==> src/rtl/cic_pkg.sv <==
// Shared helpers for the runtime-programmable CIC decimator.
//   calc_asz     : accumulator width ISZ + N*MAX_RATE_LOG2
//   clamp_rate   : maps a raw rate exponent onto the legal range 1..max
//   out_shift    : output normalisation shift s(k) = ISZ - OSZ + N*k
//   warmup_count : number of suppressed strobes after reset / rate change
package cic_pkg;

    // Strobes beyond the comb depth that are discarded while the combs flush.
    localparam int WARMUP_EXTRA = 2;

    function automatic int calc_asz(input int isz, input int n, input int max_rate_log2);
        return isz + n * max_rate_log2;
    endfunction

    function automatic int clamp_rate(input int raw, input int max_rate_log2);
        if (raw == 0) return 1;
        if (raw > max_rate_log2) return max_rate_log2;
        return raw;
    endfunction

    function automatic int out_shift(input int isz, input int osz, input int n, input int k);
        return isz - osz + n * k;
    endfunction

    function automatic int warmup_count(input int n);
        return n + WARMUP_EXTRA;
    endfunction

endpackage

==> src/rtl/cic_round_sat.sv <==
// Output normalisation stage: round half-up by 2^(shift-1), arithmetic shift
// right, saturate to OSZ bits, register.
//   clk, reset : clock, synchronous active-low reset
//   flush      : suppresses a pending strobe; out holds
//   strobe     : value is a fresh comb result this cycle
//   value      : ASZ-bit comb output
//   shift      : normalisation shift s
//   out        : registered rounded/saturated sample (held between strobes)
//   out_valid  : one-cycle pulse per new sample
module cic_round_sat #(
    parameter int ASZ = 36,
    parameter int OSZ = 16,
    parameter int SW  = 5
) (
    input  logic                  clk,
    input  logic                  reset,
    input  logic                  flush,
    input  logic                  strobe,
    input  logic signed [ASZ-1:0] value,
    input  logic [SW-1:0]         shift,
    output logic signed [OSZ-1:0] out,
    output logic                  out_valid
);
    // One guard bit so the rounding add cannot wrap.
    localparam int EW = ASZ + 1;
    localparam logic signed [EW-1:0] OMAX = EW'((2 ** (OSZ - 1)) - 1);
    localparam logic signed [EW-1:0] OMIN = ~OMAX;

    logic signed [EW-1:0]  rnd, sum, shifted, sat;
    logic signed [OSZ-1:0] out_q, out_d;
    logic                  out_valid_q, out_valid_d;
    logic                  emit;

    always_comb begin
        // 2^(s-1) for s>0, 0 for s=0.
        rnd     = (EW'(1) << shift) >> 1;
        sum     = EW'(value) + rnd;
        shifted = sum >>> shift;
        if (shifted > OMAX)      sat = OMAX;
        else if (shifted < OMIN) sat = OMIN;
        else                     sat = shifted;
        emit        = strobe && !flush;
        out_valid_d = emit;
        out_d       = emit ? sat[OSZ-1:0] : out_q;
    end

    always_ff @(posedge clk) begin
        if (!reset) begin
            out_q       <= '0;
            out_valid_q <= 1'b0;
        end else begin
            out_q       <= out_d;
            out_valid_q <= out_valid_d;
        end
    end

    assign out       = out_q;
    assign out_valid = out_valid_q;

endmodule

==> src/rtl/cic_decimator_var.sv <==
// Runtime-programmable CIC decimator, ratio R = 2^k, k = clamped rate_log2.
//   clk, reset : clock, synchronous active-low reset
//   in         : ISZ-bit signed sample, qualified by in_valid
//   rate_log2  : decimation exponent (0 -> 1, above MAX_RATE_LOG2 -> max)
//   out        : OSZ-bit gain-normalised sample, held between pulses
//   out_valid  : single-cycle pulse per output sample
//   rate_err   : registered flag, rate_log2 outside 1..MAX_RATE_LOG2
// Integrators advance on accepted samples only; a decimation strobe latches
// the last integrator and walks one comb stage per clock, then the output
// stage rounds/saturates. A change of clamped rate clears the filter state.
module cic_decimator_var
    import cic_pkg::*;
#(
    parameter  int ISZ           = 16,
    parameter  int OSZ           = 16,
    parameter  int NUM_STAGES    = 4,
    parameter  int MAX_RATE_LOG2 = 5,
    localparam int RW            = $clog2(MAX_RATE_LOG2 + 1)
) (
    input  logic                  clk,
    input  logic                  reset,
    input  logic signed [ISZ-1:0] in,
    input  logic                  in_valid,
    input  logic [RW-1:0]         rate_log2,
    output logic signed [OSZ-1:0] out,
    output logic                  out_valid,
    output logic                  rate_err
);
    localparam int N    = NUM_STAGES;
    localparam int ASZ  = calc_asz(ISZ, NUM_STAGES, MAX_RATE_LOG2);
    localparam int CW   = MAX_RATE_LOG2;
    localparam int WARM = warmup_count(NUM_STAGES);
    localparam int WW   = $clog2(WARM + 1);
    localparam int SW   = $clog2(out_shift(ISZ, OSZ, NUM_STAGES, MAX_RATE_LOG2) + 1);

    logic [RW-1:0]         k_q, k_d;
    logic                  rate_err_q, rate_err_d;
    logic [CW-1:0]         cnt_q, cnt_d, cnt_max;
    logic [WW-1:0]         warm_q, warm_d;
    logic [N-1:0][ASZ-1:0] integ_q, integ_d, comb_q, comb_d, dly_q, dly_d;
    logic [ASZ-1:0]        cap_q, cap_d, in_ext;
    logic [N:0]            vld_pipe_q, vld_pipe_d, emit_pipe_q, emit_pipe_d;
    logic                  rate_chg, accept, dec, emit;
    logic [SW-1:0]         shift;

    always_comb begin
        k_d        = RW'(clamp_rate(int'(rate_log2), MAX_RATE_LOG2));
        rate_err_d = (rate_log2 == '0) || (int'(rate_log2) > MAX_RATE_LOG2);
        rate_chg   = (k_d != k_q);
        // A sample arriving with a rate change is dropped.
        accept     = in_valid && !rate_chg;
        cnt_max    = {CW{1'b1}} >> (RW'(MAX_RATE_LOG2) - k_q);
        dec        = accept && (cnt_q == cnt_max);
        emit       = dec && (warm_q == WW'(WARM));
        in_ext     = ASZ'(in);

        integ_d     = integ_q;
        cnt_d       = cnt_q;
        warm_d      = warm_q;
        cap_d       = cap_q;
        comb_d      = comb_q;
        dly_d       = dly_q;
        vld_pipe_d  = {vld_pipe_q[N-1:0], dec};
        emit_pipe_d = {emit_pipe_q[N-1:0], emit};

        if (accept) begin
            integ_d[0] = integ_q[0] + in_ext;
            for (int i = 1; i < N; i++) integ_d[i] = integ_q[i] + integ_q[i-1];
            cnt_d = dec ? '0 : cnt_q + 1'b1;
        end

        if (dec) begin
            cap_d = integ_q[N-1];
            if (warm_q != WW'(WARM)) warm_d = warm_q + 1'b1;
        end

        // Comb stage i fires one clock after stage i-1 (differential delay 1).
        if (vld_pipe_q[0]) begin
            comb_d[0] = cap_q - dly_q[0];
            dly_d[0]  = cap_q;
        end
        for (int i = 1; i < N; i++) begin
            if (vld_pipe_q[i]) begin
                comb_d[i] = comb_q[i-1] - dly_q[i];
                dly_d[i]  = comb_q[i-1];
            end
        end

        if (rate_chg) begin
            integ_d     = '0;
            cnt_d       = '0;
            warm_d      = '0;
            cap_d       = '0;
            comb_d      = '0;
            dly_d       = '0;
            vld_pipe_d  = '0;
            emit_pipe_d = '0;
        end
    end

    always_ff @(posedge clk) begin
        if (!reset) begin
            k_q         <= k_d;
            rate_err_q  <= 1'b0;
            cnt_q       <= '0;
            warm_q      <= '0;
            integ_q     <= '0;
            cap_q       <= '0;
            comb_q      <= '0;
            dly_q       <= '0;
            vld_pipe_q  <= '0;
            emit_pipe_q <= '0;
        end else begin
            k_q         <= k_d;
            rate_err_q  <= rate_err_d;
            cnt_q       <= cnt_d;
            warm_q      <= warm_d;
            integ_q     <= integ_d;
            cap_q       <= cap_d;
            comb_q      <= comb_d;
            dly_q       <= dly_d;
            vld_pipe_q  <= vld_pipe_d;
            emit_pipe_q <= emit_pipe_d;
        end
    end

    assign shift    = SW'(out_shift(ISZ, OSZ, NUM_STAGES, int'(k_q)));
    assign rate_err = rate_err_q;

    cic_round_sat #(
        .ASZ (ASZ),
        .OSZ (OSZ),
        .SW  (SW)
    ) u_round_sat (
        .clk       (clk),
        .reset     (reset),
        .flush     (rate_chg),
        .strobe    (emit_pipe_q[N]),
        .value     (comb_q[N-1]),
        .shift     (shift),
        .out       (out),
        .out_valid (out_valid)
    );

endmodule

==> config.mk <==
export PLATFORM = sky130hd
export DESIGN_NAME = cic_decimator_var
export DESIGN_NICKNAME = d
export VERILOG_FILES = /design/src/rtl/cic_pkg.sv /design/src/rtl/cic_round_sat.sv /design/src/rtl/cic_decimator_var.sv
export SDC_FILE = /design/constraint.sdc
export NUM_CORES = 2
export LEC_CHECK = 0
export CAP_MARGIN = 20
export CORE_MARGIN = 5
export CORE_UTILIZATION = 28
export DETAILED_ROUTE_END_ITERATION = 8
export PLACE_DENSITY_LB_ADDON = 0.08
export SYNTH_ARGS = -nofsm -noshare
export SYNTH_HDL_FRONTEND = slang
export SYNTH_SLANG_ARGS = --single-unit
==> constraint.sdc <==
create_clock -name clk -period 4.25 [get_ports clk]
set_input_delay 0.6375 -clock clk [delete_from_list [all_inputs] [get_ports clk]]
set_output_delay 0.6375 -clock clk [all_outputs]
set_load 0.01 [all_outputs]
==> results.md <==
Route:
- In the routed layout, each cell is associated on average with a via count of 4.87.
- Across all layers, the routed design uses between 20000 and 30000 vias.
- The detailed-router iteration count before antenna repair is 6.
- The detail route stage leaves a number of antenna-violating nets equal to 0.
- The number of violations reported at the end of detailed-routing iteration 0 is 1328.
- The routed wirelength normalized by instance count is 16.5 um.
- The wire length after detailed routing is 95400 um.
- In the routed design, unresolved DRC markers number 0.

Layout:
- The area growth from synthesis to layout is 15.4%.
- The number of nets in the final layout is 4429.
- The post-route netlist has between 7 and 8% of its cells at a drive strength greater than 1.
- Once layout is complete, the cells apart from fillers number 5768.

Power:
- The total power consumption of the routed design is 11.3 mW.
- Summed over all cells, the static leakage comes to 15.3 nW.
- VDD sags by at most 0.263 mV.
- The power density of the placed cells is 291 nW/um^2.

Timing:
- The slew at the pin closest to its max-slew limit is 780 ps.
- The slack of the critical path is 111 ps.
- The minimum clock period after layout is 4140 ps.
- Hold timing on the final database bottoms out at a slack of 455 ps.
- The worst path uses 97.4% of the clock period.
- The remaining max-slew budget at the tightest pin is between 40% and 50%.
- Setup violations remaining at the end of the flow were counted as 0.
- The clock arrives with around 28 ps of skew.
- Based on the critical path, the design can be clocked at up to approximately 240 MHz.
- The final count of hold timing violations is 0.
- The number of max-slew violations in the final report is 0.

Synthesis:
- The average instance area after synthesis is 8.35 sq um.
- The fraction of the yosys area taken by sequential cells is 30.0%.
- The most frequently used flop master after synthesis is sky130_fd_sc_hd__dfxtp_1.
- Counting flops and latches in the post-synthesis netlist gives 506.
- During synthesis, Yosys emitted a total of 0 warnings.
- In this run, synthesis inferred 0 flip-flops with an integrated enable.
- The async set or reset register ratio after synthesis is 0%.
- The count of unique library cells instantiated by Yosys is 102.
- Yosys attributes the largest share of cell area to sky130_fd_sc_hd__dfxtp_1, sky130_fd_sc_hd__ha_1, sky130_fd_sc_hd__mux2i_1, sky130_fd_sc_hd__nor2_1, sky130_fd_sc_hd__xnor2_1.
- The cell type with the highest aggregate area in the netlist is sky130_fd_sc_hd__dfxtp_1.
- The synthesized area is 33800 sq um.
- In this run the biggest area consumer among cell types represents 30.0% of the synthesized area.
- The post-synthesis net count is 4370.
- Synthesis produced a netlist whose cell count is 4048.

Worst setup path:
- The required time at the worst-slack endpoint is 4710 ps.
- At the worst endpoint, the arrival time is 4600 ps.
- The type of the setup path with the least slack is flop to flop.
- The kind of capture point of the worst setup path is a flop.
- The worst setup path is launched from a flop.
- In this run the worst path has a maximum fanout of 7.

Clocking:
- The tree built by TritonCTS fans out to 506 sinks.
- The clock latency of the later-clocked register in the worst-skew pair is 610 ps.
- The maximum level of the CTS H-tree is 3.
- The clock buffer count from CTS is 67.
- After clock tree synthesis, the clock-pin slew on the worst setup and hold paths is 60 ps.
- In this run the clock root is driven by a sky130_fd_sc_hd__clkbuf_16.
- TritonCTS built the clock tree.
- The buffer depth of the longest clock path is 3.

Placed design:
- Counting tap cells, the placed design contains a total of roughly 5600 instances.
- The number of buffers inserted by port buffering is 39.
- The half-perimeter wire length after placement is around 70000 um.
- At the end of routability-driven placement, the weighted congestion stood at 0.821.
- Prior to clock tree synthesis, the placed netlist has a worst setup slack of 32.7 ps.

Global route:
- In the global route stage, overall resource usage came out at between 10% and 20%.
- The first-pass GRT wire length is about 150000 um.
- The number of antenna violations at the first check in global routing is 0.
- The overflow left after global routing is 0.
- Entering global routing, the biggest net connects 98 pins.
- The via count of the first global-routing pass is 27800.

Die:
- The floorplan step set the die width to 357 um.
- In this run the count of I/O pins placed on the die edge is 40.
- The floorplan has 127 rows.
- The die covers 128000 sq um.
- Once the floorplan was initialized, standard cells occupied 28.2% of the core.
- Measured along the y axis, the die boundary spans approximately 360 um.
- In this run the standard cell core region covers 120000 sq um.

Status:
- The flow ran to the end, and the final reports show no timing, DRC or antenna violations.

Flow run:
- The tool flagged a number of max-cap violations equal to 0.

Min path:
- The path category of the worst min-delay check is flop to flop.
layout by cell type (no fill, tap or decap), types with 35 or more instances in the layout:
master / n
sky130_fd_sc_hd__a31oi_1: 35
sky130_fd_sc_hd__mux2i_1: 333
sky130_fd_sc_hd__o21a_1: 40
sky130_fd_sc_hd__and3_1: 49
sky130_fd_sc_hd__nand2_1: 188
sky130_fd_sc_hd__clkbuf_16: 74
sky130_fd_sc_hd__nor2b_1: 56
sky130_fd_sc_hd__dfxtp_1: 499
sky130_fd_sc_hd__nor2_1: 547
sky130_fd_sc_hd__o21ai_0: 175
sky130_fd_sc_hd__xor2_1: 79
sky130_fd_sc_hd__inv_1: 229
sky130_fd_sc_hd__buf_4: 103
sky130_fd_sc_hd__nand4_1: 39
sky130_fd_sc_hd__xnor2_1: 175
sky130_fd_sc_hd__clkdlybuf4s50_1: 38
sky130_fd_sc_hd__a21oi_1: 285
sky130_fd_sc_hd__a211oi_1: 77
sky130_fd_sc_hd__nor3_1: 81
sky130_fd_sc_hd__a21o_1: 122
sky130_fd_sc_hd__a22o_1: 40
sky130_fd_sc_hd__ha_1: 292
sky130_fd_sc_hd__nand3_1: 87
synthesized netlist by cell type (all sizes together), types with 31 or more instances:
cell and count:
nand4 40, ha 292, xnor2 175, mux2i 333, o21a 40, nand3 88
a21o 122, nand2b 34, nor2 551, o21ai 177, a21oi 286, and3 52
o21bai 31, clkbuf 132, nand2 192, inv 231, nor3 82, a31oi 37
a211oi 88, xor2 80, dfxtp 506, a22o 40, nor2b 56
final timing paths:
check / depth (start not counted) / slack (ps) / endpoint / from
min: 1 / 460 / emit_pipe_q[3] / emit_pipe_q[2]
max reg2reg: 16 / 110 / u_round_sat.out[14] / k_q[1]
min reg2reg: 1 / 460 / emit_pipe_q[3] / emit_pipe_q[2]
max: 16 / 110 / u_round_sat.out[14] / k_q[1]
registers in the layout, summed over array words and instances, names as in the netlist:
name                   cells
emit_pipe_q                5
k_q                        3
vld_pipe_q                 4
rate_err                   1
u_round_sat.out_valid      1
cnt_q                      5
integ_q                  144
u_round_sat.out           16
warm_q                     3
comb_q                   144
cap_q                     36
dly_q                    144
routing by layer:
metal / GRT usage (%) / part of all wire, %
met1: 19.5 / 48
met3: 2.02 / 2.2
met4: 3.16 / 1.7
met5: 0 / 0
met2: 25.6 / 48
where the power goes:
part	switching (mW)	leakage (nW)	total [mW]	internal, mW
combinational	0.358	10.1	0.557	0.199
sequential	0.0193	4.08	4.77	4.76
clock	2.25	1.12	6.00	3.75
worst max-delay path: stages, from the launching register on:
cell                        delay, ps
sky130_fd_sc_hd__dfxtp_4          360
sky130_fd_sc_hd__buf_4            160
sky130_fd_sc_hd__nand2_4           80
sky130_fd_sc_hd__nor2_1            50
sky130_fd_sc_hd__ha_1             340
sky130_fd_sc_hd__nand3_2          130
sky130_fd_sc_hd__o21ai_4          220
sky130_fd_sc_hd__a31oi_4          110
sky130_fd_sc_hd__mux2_4           310
sky130_fd_sc_hd__or3_4            390
sky130_fd_sc_hd__and3_4           190
sky130_fd_sc_hd__or4_4            540
sky130_fd_sc_hd__a2111o_1         360
sky130_fd_sc_hd__nand4b_4         210
sky130_fd_sc_hd__a2bb2oi_4        270
sky130_fd_sc_hd__clkbuf_16        200
sky130_fd_sc_hd__a211oi_2          30
final cells by class:
| type | count | area, sq um |
|---|---|---|
| Antenna cell | 1 | 2.50 |
| Clock buffer | 100 | 2050 |
| Clock inverter | 17 | 280 |
| Fill cell | 12900 | 80800 |
| Inverter | 234 | 881 |
| Multi-Input combinational cell | 3146 | 22200 |
| Sequential cell | 506 | 10200 |
| Tap cell | 1612 | 2020 |
| Timing Repair Buffer | 152 | 1370 |
through the flow:
stage / util (%) / area (sq um) / setup TNS [ps]
6_report: 32.5 / 39000 / 0
5_1_grt: 32.5 / 39000 / -106
4_1_cts: 32.4 / 38800 / 0
3_5_place_dp: 30.5 / 36500 / 0
3_3_place_gp: 30.5 / 36500 / 0
2_1_floorplan: - / 33800 / 0
logic make-up after synthesis:
group | share of synthesized area (%)
compound gates | 20.3
fa+ha+maj | 11.3
buf+inv | 4.50
flops | 30.0
mux | 10.2
xor+xnor | 6.61
simple gates | 17.1
what timing repair did:
action | CTS | global route
gates resized for setup | 0 | 25
buffers inserted | 0 | 5
setup endpoints to repair | 0 | 15
hold buffers | 0 | 0
(Power assumes the default switching activity.)
